===== config.mk =====
export PLATFORM = sky130hd
export DESIGN_NAME = tag_ram_sched
export DESIGN_NICKNAME = d
export VERILOG_FILES = /design/src/rtl/tag_ram_sched.sv
export SDC_FILE = /design/constraint.sdc
export NUM_CORES = 1
export LEC_CHECK = 0
export ABC_AREA = 1
export ABC_CLOCK_PERIOD_IN_PS = 3700
export CAP_MARGIN = 40
export CORE_MARGIN = 5
export CORE_UTILIZATION = 37
export DETAILED_ROUTE_END_ITERATION = 6
export GPL_TIMING_DRIVEN = 0
export PLACE_DENSITY = 0.86
export SLEW_MARGIN = 20
export SYNTH_ARGS = -nofsm -noshare
export SYNTH_HDL_FRONTEND = slang
export SYNTH_SLANG_ARGS = --single-unit

===== constraint.sdc =====
create_clock -name clk -period 3.7 [get_ports clk]
set_input_delay 0.37 -clock clk [delete_from_list [all_inputs] [get_ports clk]]
set_output_delay 0.37 -clock clk [all_outputs]
set_load 0.005 [all_outputs]

===== src/rtl/tag_ram_sched.sv =====
// tag_ram_sched: tag-RAM access scheduler.
// Sweeps every set invalid after reset/flush, then arbitrates one RAM
// operation per cycle: refill > invalidate/touch > lookup.
// Optional build macro TAG_SCHED_STARVE_GUARD_EN forces a lookup grant after
// four back-to-back write grants that each left a lookup waiting.
module tag_ram_sched #(
  parameter int ADDR_WIDTH = 7,
  parameter int TAG_WIDTH  = 21
) (
  input  logic                     clk,
  input  logic                     resetn,
  input  logic                     flush_req,
  output logic                     init_done,
  input  logic                     lk_valid,
  output logic                     lk_ready,
  input  logic [ADDR_WIDTH-1:0]    lk_index,
  output logic                     lk_rvalid,
  input  logic                     rf_valid,
  output logic                     rf_ready,
  input  logic [ADDR_WIDTH-1:0]    rf_index,
  input  logic                     rf_way,
  input  logic [TAG_WIDTH-1:0]     rf_tag,
  input  logic                     iv_valid,
  output logic                     iv_ready,
  input  logic [ADDR_WIDTH-1:0]    iv_index,
  input  logic                     iv_way,
  input  logic                     iv_touch,
  output logic [ADDR_WIDTH-1:0]    ram_raddr,
  output logic [ADDR_WIDTH-1:0]    ram_waddr,
  output logic                     ram_re,
  output logic [1:0]               ram_we,
  output logic [2*TAG_WIDTH+2:0]   ram_din,
  output logic                     ram_refill,
  output logic                     ram_load_over,
  output logic                     ram_cache_reset
);

  localparam logic [ADDR_WIDTH-1:0] CNT_MAX = '1;

  typedef enum logic {SWEEP, RUN} state_t;

  state_t                state;
  logic [ADDR_WIDTH-1:0] sweep_cnt;
  logic                  run;
  logic                  wr_last_vld;
  logic [ADDR_WIDTH-1:0] wr_last_idx;
  logic [ADDR_WIDTH-1:0] raddr_q;
  logic                  lk_hazard;
  logic                  guard_take;
  logic                  rf_gnt, iv_gnt, lk_gnt;

  assign run = (state == RUN);

  // A lookup may not read a set whose write was issued last cycle.
  assign lk_hazard = wr_last_vld && (wr_last_idx == lk_index);

  // Fixed-priority readies; flush wins over every requester.
  assign rf_ready = run & ~flush_req & ~guard_take;
  assign iv_ready = run & ~flush_req & ~guard_take & ~rf_valid;
  assign lk_ready = run & ~flush_req & ~lk_hazard &
                    (guard_take | (~rf_valid & ~iv_valid));

  assign rf_gnt = rf_valid & rf_ready;
  assign iv_gnt = iv_valid & iv_ready;
  assign lk_gnt = lk_valid & lk_ready;

`ifdef TAG_SCHED_STARVE_GUARD_EN
  logic [2:0] starve_cnt;

  assign guard_take = lk_valid & ~lk_hazard & (starve_cnt == 3'd4);

  // Count consecutive write grants that left a lookup waiting (saturates at 4).
  always_ff @(posedge clk or negedge resetn) begin
    if (!resetn)                            starve_cnt <= 3'd0;
    else if ((rf_gnt | iv_gnt) && lk_valid) starve_cnt <= (starve_cnt == 3'd4) ? 3'd4 : starve_cnt + 3'd1;
    else                                    starve_cnt <= 3'd0;
  end
`else
  assign guard_take = 1'b0;
`endif

  // RAM strobes and write data for the single granted operation.
  always_comb begin
    ram_we        = 2'b00;
    ram_refill    = 1'b0;
    ram_load_over = 1'b0;
    ram_re        = lk_gnt;
    ram_raddr     = lk_gnt ? lk_index : raddr_q;
    ram_waddr     = rf_index;
    ram_din       = '0;
    if (rf_gnt) begin
      ram_we     = rf_way ? 2'b10 : 2'b01;
      ram_refill = 1'b1;
      // Tag goes to both slots; only the strobed way is written.
      ram_din    = {~rf_way, rf_way, rf_tag, ~rf_way, rf_tag};
    end else if (iv_gnt) begin
      ram_waddr     = iv_index;
      ram_we        = iv_way ? 2'b10 : 2'b01;
      ram_load_over = 1'b1;
      ram_din       = {(iv_touch ? ~iv_way : iv_way), iv_touch, {TAG_WIDTH{1'b0}},
                       iv_touch, {TAG_WIDTH{1'b0}}};
    end
  end

  // Sweep/run FSM with registered status outputs.
  always_ff @(posedge clk or negedge resetn) begin
    if (!resetn) begin
      state           <= SWEEP;
      sweep_cnt       <= '0;
      init_done       <= 1'b0;
      ram_cache_reset <= 1'b0;
    end else if (flush_req) begin
      state           <= SWEEP;
      sweep_cnt       <= '0;
      init_done       <= 1'b0;
      ram_cache_reset <= 1'b0;
    end else begin
      case (state)
        SWEEP: begin
          if (sweep_cnt == CNT_MAX) begin
            state           <= RUN;
            sweep_cnt       <= '0;
            init_done       <= 1'b1;
            ram_cache_reset <= 1'b1;
          end else begin
            sweep_cnt <= sweep_cnt + 1'b1;
          end
        end
        default: ;
      endcase
    end
  end

  // Read-valid pipe, last write address for the hazard check, held read address.
  always_ff @(posedge clk or negedge resetn) begin
    if (!resetn) begin
      lk_rvalid   <= 1'b0;
      wr_last_vld <= 1'b0;
      wr_last_idx <= '0;
      raddr_q     <= '0;
    end else begin
      lk_rvalid   <= lk_gnt;
      wr_last_vld <= rf_gnt | iv_gnt;
      wr_last_idx <= ram_waddr;
      raddr_q     <= ram_raddr;
    end
  end

endmodule


==> metrics <==
CTS sink cnt=25; Worst-Margin Slew=0.604 ns; Total Routing Usage GR=18.2%; Critical Path Start Type=input pin; Netlist cell types=24; post-route cell area=2950 sq um; Mapped Area=1630 sq um; dpl hpwl=4480 um; CTS max path bufs=2; Yosys reg bits=25; layout cells sized above 1=10.2%; RSZ-0062 raised after global routing=false; via count=1853; root buffer cell=clkbuf_8; cell count after synthesis=238; clk slew on worst S/H paths=0.09 ns; vias in the first global route=2006; Overflow after GRT=0; WL per Instance=12.5 um; commonest non-fill, non-tap cell in the layout=clkdlybuf4s50_1; Ports=121; maximum VDD drop=115 uV; worst setup path category=in2out; row cnt=24; syn nets=290; largest cells by area after synthesis=dfrtp_1, nand2_1, inv_1; first-pass GRT wire length=8760 um; CTS tree=built; placed cell areas=2900 sq um; initial antenna violation count=0; CORE AREA=4320 sq um; Post-DRT Antenna Nets=0; Crit Reg-Reg Endpoint=raddr_q[5]; Relative slew margins=59.6%; Starting Density=37.7%; RR Startpoint=run; syn avg cell area=6.84 sq um; status=completed; Vias/cell=4.48; Min Clock Period, post-route=2.66 ns; Final period util=72.0%; pin count of the biggest net entering global routing=16; Final setup violation count=0; Synth Warn #=0; H-Tree Depth=1; most frequent cells in the layout=clkdlybuf4s50_1, nand2_1, inv_1; R2R depth=5; Crit. End Element=output port; register area share after synthesis=38.4%; Post-CTS Setup Bufs=0; Cell Pwr Density=191 nW/um^2; fin. max-slew vios=0; diodes inserted=0; final hold violations=0; CTS resizes=0; worst path required time=3.33 ns; fmax=376 MHz; clk_skew=0.00262 ns; Setup TNS=0 ns; Post-CTS Hold Buffers=0; Pleak=1.51 nW; Crit Path Max Fanout=10; initial drt markers=53; Die X=76.4 um; Synth top area share=38.4%; Layout area overhead=81.0%; Worst Hold Slack=0.467 ns; gpl congestion=0.850; drt total wl=5170 um; reg2reg setup slack=2.30 ns; reported max-cap violation count=0; Die Span Y=76.4 um; Min-Delay Path Class=in2async; crit path DAT=2.29 ns; cts bufs inserted=3; nets@finish=415; clock latency on the worst-skew pair=0.27 ns; DRC=0; post-synth top area cell=dfrtp_1; Port Buffers=119; Pre-Repair DR Iteration Count=4; die area=5830 sq um
==> how the worst max path moves through the flow <==
stage	start	end	slack, ns	depth (start not counted)
CTS	flush_req	ram_din[37]	1.01	9
global route	lk_index[3]	ram_raddr[0]	0.85	12
finish	flush_req	ram_din[34]	1.04	9
global placement	flush_req	ram_din[27]	1.04	9
detailed placement	flush_req	ram_din[37]	1.02	9
floorplan	run	ram_din[34]	2.14	6
==> layout make-up <==
class	count	area, sq um
inverter	52	195
clock inverter	1	7.51
tap	52	65.1
timing repair buffer	120	1210
buffer	26	184
fill	351	1380
clock buffer	3	41.3
multi-input combinational	135	624
sequential	25	626
==> kinds of logic (layout without fill, tap and decap cells) <==
logic type / Yosys count / count (layout) / synth area share (%)
compound gates: 12 / 12 / 3.99
fa+ha+maj: 1 / 1 / 0.768
buf+inv: 78 / 202 / 23.3
flops: 25 / 25 / 38.4
simple gates: 118 / 118 / 31.4
xor+xnor: 4 / 4 / 2.15
==> layer usage <==
layer  up-vias  track usage [%]  share of wire (%)
li1        934                -                  -
met1       818             18.5                 35
met2        88             31.6                 51
met3        13             8.16                 11
met4         0             8.22                2.6
met5         -                0                  0
==> power breakdown <==
part | switching [mW] | leakage, nW | total (mW) | internal [mW]
Sequential | 0.00489 | 0.330 | 0.286 | 0.281
Combinational | 0.0403 | 1.16 | 0.108 | 0.0682
Clock | 0.0910 | 0.0217 | 0.168 | 0.0765
==> stage by stage <==
| step | utilization [%] | setup WS (ns) | power [mW] | instances |
|---|---|---|---|---|
| 2_1_floorplan | - | 2.14 | 0.320 | 238 |
| 3_3_place_gp | 66.7 | 1.04 | 0.396 | 409 |
| 3_5_place_dp | 67.1 | 1.02 | 0.401 | 410 |
| 4_1_cts | 68.2 | 1.01 | 0.567 | 414 |
| 5_1_grt | 68.2 | 0.846 | 0.595 | 414 |
| 6_report | 68.2 | 1.04 | 0.562 | 414 |
==> Yosys cell counts, drive strengths merged <==
cell type / count
a21oi: 4
buf: 26
clkinv: 1
dfrtp: 25
ha: 1
inv: 51
nand2: 67
nand3: 6
nand4: 8
nor2: 35
nor3: 2
o21ai: 6
o22ai: 1
o41ai: 1
xnor2: 2
xor2: 2
==> registers in the layout (all words and copies together), names as in the netlist <==
name / count
lk_rvalid: 1
raddr_q: 7
ram_cache_reset: 1
run: 1
sweep_cnt: 7
wr_last_idx: 7
wr_last_vld: 1
==> critical path, stage by stage <==
cell	delay [ns]
clkdlybuf4s50_1	0.46
inv_2	0.12
nand2_4	0.09
nor2_2	0.15
inv_1	0.12
buf_2	0.20
nor2_1	0.16
buf_4	0.13
clkdlybuf4s50_1	0.50
Note: power is estimated with default switching activity, not from simulation.
